[config.mk]
export PLATFORM = sky130hd
export DESIGN_NAME = pic16f84_pc_unit
export DESIGN_NICKNAME = d
export VERILOG_FILES = /design/src/rtl/pic16f84_pc_unit.sv
export SDC_FILE = /design/constraint.sdc
export NUM_CORES = 1
export LEC_CHECK = 0
export CAP_MARGIN = 20
export CORE_ASPECT_RATIO = 1.75
export CORE_UTILIZATION = 50
export DETAILED_ROUTE_END_ITERATION = 8
export PLACE_DENSITY = 0.75
export SLEW_MARGIN = 10
export SYNTH_ARGS = -nofsm -noshare
export SYNTH_HDL_FRONTEND = slang
export SYNTH_SLANG_ARGS = --single-unit
[constraint.sdc]
create_clock -name clk -period 3.8 [get_ports clk]
set_input_delay 0.76 -clock clk [delete_from_list [all_inputs] [get_ports clk]]
set_output_delay 0.76 -clock clk [all_outputs]
set_load 0.01 [all_outputs]
[src/rtl/pic16f84_pc_unit.sv]
// rtl/pic16f84_pc_unit.sv - PIC16F84 Q-phase sequencer, program counter and 8-level return stack
// Controls are sampled only at the Q4 commit edge; the PC then holds steady for a whole instruction cycle.
module pic16f84_pc_unit #(
   parameter int                    PC_WIDTH     = 13,
   parameter int                    STACK_DEPTH  = 8,
   parameter logic [PC_WIDTH-1:0]   RESET_VECTOR = '0,
   localparam int                   SP_W         = $clog2(STACK_DEPTH)
) (
   input  logic                clk,
   input  logic                rst_n,
   input  logic                run,
   input  logic                goto_en,
   input  logic                call_en,
   input  logic                ret_en,
   input  logic                skip_en,
   input  logic                pcl_we,
   input  logic [10:0]         target,
   input  logic [7:0]          pcl_data,
   input  logic [4:0]          pclath,
   output logic                q1,
   output logic                q2,
   output logic                q3,
   output logic                q4,
   output logic [PC_WIDTH-1:0] pc_out,
   output logic                fetch_valid,
   output logic [SP_W-1:0]     stack_ptr
);

   typedef enum logic [3:0] {
      PH_Q1 = 4'b0001,
      PH_Q2 = 4'b0010,
      PH_Q3 = 4'b0100,
      PH_Q4 = 4'b1000
   } phase_t;

   phase_t              phase_q, phase_d;
   logic [PC_WIDTH-1:0] pc_q, pc_d;
   logic                fv_q, fv_d;
   logic [SP_W-1:0]     sp_q, sp_d;
   logic [PC_WIDTH-1:0] stack_q [STACK_DEPTH];
   logic                push_en;
   logic [PC_WIDTH-1:0] pc_inc;
   logic [SP_W-1:0]     sp_dec;
   logic [PC_WIDTH-1:0] jump_pc;
   logic [PC_WIDTH-1:0] pcl_pc;

   assign pc_inc  = pc_q + 1'b1;
   assign sp_dec  = sp_q - 1'b1;
   assign jump_pc = PC_WIDTH'({pclath[4:3], target});
   assign pcl_pc  = PC_WIDTH'({pclath, pcl_data});

   always_comb begin
      phase_d = phase_q;
      pc_d    = pc_q;
      fv_d    = fv_q;
      sp_d    = sp_q;
      push_en = 1'b0;
      if (run) begin
         unique case (phase_q)
            PH_Q1:   phase_d = PH_Q2;
            PH_Q2:   phase_d = PH_Q3;
            PH_Q3:   phase_d = PH_Q4;
            PH_Q4: begin
               phase_d = PH_Q1;
               // A flushed (NOP) slot cannot branch, so its controls are discarded.
               if (!fv_q) begin
                  pc_d = pc_inc;
                  fv_d = 1'b1;
               end else if (ret_en) begin
                  pc_d = stack_q[sp_dec];
                  sp_d = sp_dec;
                  fv_d = 1'b0;
               end else if (call_en) begin
                  push_en = 1'b1;
                  sp_d    = sp_q + 1'b1;
                  pc_d    = jump_pc;
                  fv_d    = 1'b0;
               end else if (goto_en) begin
                  pc_d = jump_pc;
                  fv_d = 1'b0;
               end else if (pcl_we) begin
                  pc_d = pcl_pc;
                  fv_d = 1'b0;
               end else if (skip_en) begin
                  pc_d = pc_inc;
                  fv_d = 1'b0;
               end else begin
                  pc_d = pc_inc;
                  fv_d = 1'b1;
               end
            end
            default: phase_d = PH_Q1;
         endcase
      end
   end

   always_ff @(posedge clk) begin
      if (!rst_n) begin
         phase_q <= PH_Q1;
         pc_q    <= RESET_VECTOR;
         fv_q    <= 1'b0;
         sp_q    <= '0;
         for (int i = 0; i < STACK_DEPTH; i++) begin
            stack_q[i] <= '0;
         end
      end else begin
         phase_q <= phase_d;
         pc_q    <= pc_d;
         fv_q    <= fv_d;
         sp_q    <= sp_d;
         // pc_q already points past the CALL, so it is the return address.
         if (push_en) begin
            stack_q[sp_q] <= pc_q;
         end
      end
   end

   assign q1          = phase_q[0];
   assign q2          = phase_q[1];
   assign q3          = phase_q[2];
   assign q4          = phase_q[3];
   assign pc_out      = pc_q;
   assign fetch_valid = fv_q;
   assign stack_ptr   = sp_q;

endmodule

==> results of run 1 <==
## state kept, by name, indices dropped and copies added (netlist names)
signal and flops:
phase_q 4, pc_out 13, fetch_valid 1, stack_q 104
stack_ptr 3
## synth_stat cells (all sizes together), types with 3 or more instances
library cell,n
a211oi,9
a21boi,5
a21oi,14
and2,91
and3,4
and4,3
buf,16
clkbuf,31
dfxtp,21
edfxtp,104
ha,3
inv,7
mux2i,7
mux4,26
nand2,31
nand2b,9
nand3,21
nand3b,3
nand4,5
nor2,16
nor3,12
nor3b,3
nor4,17
nor4b,4
o211ai,5
o21ai,20
o221a,4
o221ai,4
o22ai,4
or2,3
xnor2,6
xor2,3
## through the flow
| step | utilization | power, mW |
|---|---|---|
| floorplan | - | 1.66 |
| finish | 0.618 | 3.47 |
| detailed placement | 0.567 | 1.75 |
| global placement | 0.567 | 1.74 |
| CTS | 0.618 | 3.46 |
| global route | 0.618 | 3.54 |
## worst register-to-register path, stage by stage (launching register included)
cell and delay [ns]:
dfxtp_1 0.78, inv_1 0.24, ha_1 0.43, buf_4 0.29, mux4_2 0.38, nand2_1 0.09, a21oi_1 0.08, a2111oi_0 0.54
nor2_1 0.10
## power groups by stage
| stage | logic, mW | clock network, mW | registers [mW] |
|---|---|---|---|
| floorplan | 0.0815 | 0 | 1.57 |
| global placement | 0.158 | 0 | 1.58 |
| detailed placement | 0.162 | 0 | 1.59 |
| CTS | 0.163 | 1.74 | 1.56 |
| global route | 0.175 | 1.81 | 1.56 |
| finish | 0.166 | 1.74 | 1.56 |
## path summary, 6_finish.rpt
path | from | end | cells after the start
setup / recovery | stack_ptr[1]$_SDFFE_PN0P_ | pc_out[4]$_SDFFE_PN0P_ | 8
hold / removal | phase_q[3]$_SDFFE_PN0P_ | phase_q[0]$_SDFFE_PN1P_ | 2
setup reg to reg | stack_ptr[1]$_SDFFE_PN0P_ | pc_out[4]$_SDFFE_PN0P_ | 8
hold reg to reg | phase_q[3]$_SDFFE_PN0P_ | phase_q[0]$_SDFFE_PN1P_ | 2
## routing by layer
| metal | vias up | global-route usage |
|---|---|---|
| li1 | 2130 | - |
| met2 | 244 | 0.503 |
| met3 | 84 | 0.0751 |
| met4 | 0 | 0.198 |
| met1 | 2413 | 0.317 |
| met5 | - | 0 |
## cells by family after synthesis
family,Yosys count,share of synthesized area
simple gates,227,0.214
flops,125,0.541
compound gates,83,0.0860
buf+inv,55,0.0378
mux,35,0.104
xor+xnor,9,0.0120
fa+ha+maj,3,0.00573
## final cells by class
type,count,area [um^2]
Fill cell,961,4910
Timing Repair Buffer,83,753
Multi-Input combinational cell,357,2760
Clock inverter,6,50.0
Tap cell,171,214
Sequential cell,125,3540
Inverter,8,30.0
Clock buffer,26,607
==> results.md, run 1 <==
* Comb pwr share at 0.048
* Switch share at 0.214
* Clock power share at 0.503
* Area growth from synthesis to layout at 21.5%
* Syn avg cell area at 12.2 um^2
* Critical path's slowest cell: dfxtp_1
* CP Buf/Inv Count at 2
* TritonCTS clock tree: built
* Ys async rst share at 0
* Internal power at 2.73 mW
* Vias in the first global route at 4919
* Detail-routed via count per cell at 6.28
* DR WL/cell at 24.3 um
* Post-Syn Area at 0.00655 mm^2
* Die area at 0.0136 mm^2
* Fin worst setup slack at 0.731 ns
* Top_reg_cell synth: edfxtp_1
* Placed inst area at 0.00730 mm^2
* Highest metal used: met4
* GRT Total Usage at 0.297
* Crit start category: flop
* Post-route setup TNS at 0 ns
* Critical path endpoint category: flop
* Drt first pass iters at 5
* Die Wd at 88.5 um
* # hold bufs at CTS at 0
* Sequential fraction of the synthesis area at 0.541
* Mapped Nets at 572
* Number of diodes at 0
* Area contributors post-synth: edfxtp_1 (48%), mux4_2 (8.9%), and2_1 (8.6%)
* Cell count after synthesis at 537
* Core area at 0.0129 mm^2
* Lkg Pwr at 2.71 nW
* PwrDens at 436 mW/mm^2
* Site Rows at 55
* Cts repair resizes at 0
* Critical path arrival at 3.35 ns
* Post-route ant nets at 0
* Max Root-Sink Buffers at 2
* Largest net degree at the start of global routing at 24
* Final cell count without fillers at 776
* Die Height at 153 um
* WL met2 at 10000 um
* Residual DRC count at 0
* Vias at 4871
* Clk_lat worst skew at 0.42 ns
* H-tree depth at 4
* Top-area cell type share of the netlist area at 0.477
* Commonest cells after routing, fill and taps aside: edfxtp_1 (104), and2_1 (90), clkdlybuf4s50_1 (52)
* Global-route wire length before repair at 28300 um
* Sequential share of power at 0.450
* Io pins at 53
* Crit path required time at 4.08 ns
* Highest clock rate at 326 MHz
* Synth unique cells at 64
* Post-CTS Setup Repair Bufs at 0
* Placed Cells at 744
* Hold Crit Class: reg2reg
* CP delay by family, top: flip-flops
* GRT overflow at 0
* Worst-path clk slew at 0.06 ns
* 1st-iter DRT viols at 489
* CP cell instances: inv_1 > ha_1 > buf_4 > mux4_2 > nand2_1 > a21oi_1 > a2111oi_0 > nor2_1
* Setup Viol. Count Final at 0
* EDFF count, synth at 104
* Met3 WL at 1080 um
* Slew @ Worst Pin at 0.769 ns
* Inserted Clock Buffers at 17
* R2R Setup Slk at 0.73 ns
* Sink Count at 125
* RSZ-0062 raised after global routing: no
* Final Max Slew Viols at 0
* NetSw at 741 uW
* Run status: completed
* Peak supply drop at 0.000267 V
* CP peak stage delay at 0.78 ns
* DP Worst Slack at 0.405 ns
* Final min period at 3.07 ns
* Final-report hold violation count at 0
* WHS at 0.655 ns
* Net count, final at 627
* Critical path peak fanout at 15
* Syn. warnings at 0
* Hpwl dp at 13100 um
* Number of synthesized register bits at 125
* Fin area at 0.00796 mm^2
* Initial Utilization at 0.509
* Maxcap violations at 0
* PortBufs at 52
* Period utilization at 0.808
* Slew HR at 0.485
* Initial antenna violation count at 0
* Final wirelength at 18800 um
* Commonest non-fill, non-tap cell in the layout: edfxtp_1
* Dominant cell type by area after synthesis: edfxtp_1
* Setup CP Type: reg2reg
* Share of cells above drive strength 1 at 0.185
* Clock Skews at 0.00785 ns
* Detailed-routing wirelength on met1 at 6460 um
* Root Buffer: clkbuf_16
* GPL Wtd Cong at 0.987
No activity file was read; power rests on OpenSTA's default activity.
==> inputs of run 2 (changes only) <==
clock period = 2.95 ns   (was 3.8 ns; I/O delays follow)
==> run 2 against run 1 <==
Combinational power rose by 31%. First-iteration DRC count fell by 15%. Non-clock buffer count rose by 15. Die area did not move. Clock power rose by 20%. Global-route usage barely moved. Total power rose by 24%.
==> results.md, run 2 (same netlist as run 1, synthesis figures left out) <==
* Fin area at 0.00805 mm^2
* Global-route wire length before repair at 28600 um
* Commonest cells after routing, fill and taps aside: edfxtp_1 (104), and2_1 (90), clkdlybuf4s50_1 (52)
* Fill cell count at 991
* Lkg Pwr at 2.78 nW
* Number of diodes at 0
* Detail-routed via count per cell at 6.26
* Die Height at 153 um
* Final min period at 2.51 ns
* PortBufs at 52
* Multi-input gate area at 0.00276 mm^2
* Met1 usage at 0.292
* Hpwl dp at 13400 um
* GR peak layer: met2
* Share of cells above drive strength 1 at 0.205
* Root Buffer: clkbuf_16
* GPL Wtd Cong at 0.919
* Max Root-Sink Buffers at 2
* Vias in the first global route at 5159
* Final-report hold violation count at 0
* Maxcap violations at 0
* Site Rows at 55
* Clock Skews at 0.00805 ns
* Cts repair resizes at 0
* Slew @ Worst Pin at 0.596 ns
* CP cell instances: buf_4 > clkdlybuf4s50_1
* Core Util, Final at 0.625
* Net count, final at 642
* CP delay by family, top: buffers and inverters
* GR Util met3 at 0.0821
* Critical path endpoint category: output pin
* Io pins at 53
* Initial antenna violation count at 0
* PwrDens at 536 mW/mm^2
* WHS at 0.580 ns
* Die Wd at 88.5 um
* Commonest non-fill, non-tap cell in the layout: edfxtp_1
* Drt first pass iters at 5
* GRT Total Usage at 0.297
* 1st-iter DRT viols at 415
* Critical path's slowest cell: dfxtp_1
* GRT overflow at 0
* Largest net degree at the start of global routing at 41
* Period utilization at 0.850
* Highest clock rate at 399 MHz
* Post-CTS Setup Repair Bufs at 0
* RSZ-0062 raised after global routing: no
* Peak supply drop at 0.000404 V
* Setup Viol. Count Final at 0
* Critical path peak fanout at 9
* Crit start category: flop
* Vias at 4953
* Clk_lat worst skew at 0.42 ns
* Placed inst area at 0.00744 mm^2
* Residual DRC count at 0
* Post-route ant nets at 0
* CP peak stage delay at 0.67 ns
* Max reg flops at 104
* Sink Count at 125
* Setup CP Type: reg2out
* DR WL/cell at 23.7 um
* H-tree depth at 4
* # hold bufs at CTS at 0
* Crit path required time at 2.36 ns
* TritonCTS clock tree: built
* Post-route setup TNS at 0 ns
* CP Buf/Inv Count at 2
* Hold Crit Class: reg2reg
* Slew HR at 0.599
* Initial Utilization at 0.509
* Core area at 0.0129 mm^2
* Final wirelength at 18800 um
* Area growth from synthesis to layout at 22.9%
* Top reg by flops: stack_q
* Critical path arrival at 1.92 ns
* Worst-path clk slew at 0.06 ns
* Die area at 0.0136 mm^2
* Register area at 0.00354 mm^2
* Final Max Slew Viols at 0
* Run status: completed
* Met2 Usage GRT at 0.503
* Inserted Clock Buffers at 17
[run 2: through the flow]
stage | power, mW | cells | worst slack [ns]
floorplan | 2.13 | 537 | 0.0378
global placement | 2.25 | 759 | 0.165
detailed placement | 2.26 | 759 | 0.146
CTS | 4.33 | 791 | 0.509
global route | 4.42 | 791 | 0.404
finish | 4.31 | 791 | 0.441
[run 2: final timing paths]
| path | slack [ns] | endpoint | start | cells past startpoint |
|---|---|---|---|---|
| max reg2reg | 0.62 | pc_out[4]$_SDFFE_PN0P_ | stack_ptr[1]$_SDFFE_PN0P_ | 8 |
| min reg2reg | 0.58 | stack_ptr[1]$_SDFFE_PN0P_ | stack_ptr[1]$_SDFFE_PN0P_ | 2 |
| max | 0.44 | pc_out[6] | pc_out[6]$_SDFFE_PN0P_ | 2 |
| min | 0.58 | stack_ptr[1]$_SDFFE_PN0P_ | stack_ptr[1]$_SDFFE_PN0P_ | 2 |
[run 2: metal layers]
layer	vias to the layer above	wire, um
met5	-	0
met3	99	1240
li1	2150	-
met4	0	1430
met1	2439	6150
met2	265	9950
[run 2: final cells by class]
type	count	share of cell area
Sequential cell	125	0.441
Multi-Input combinational cell	357	0.343
Clock buffer	25	0.0709
Timing Repair Buffer	98	0.111
Inverter	8	0.00373
Tap cell	171	0.0266
Clock inverter	7	0.00498
[run 2: where the power goes]
group	leakage [nW]	total [mW]	switching, mW	internal, mW
registers	1.18	2.01	0.0356	1.98
clock network	0.311	2.08	0.740	1.34
logic	1.28	0.218	0.112	0.106
total	2.78	4.31	0.888	3.42
[run 2: tightest hold or removal path: stages, from the launching register on]
cell and delay (ns):
dfxtp_1 0.31, inv_1 0.13, a211oi_1 0.09
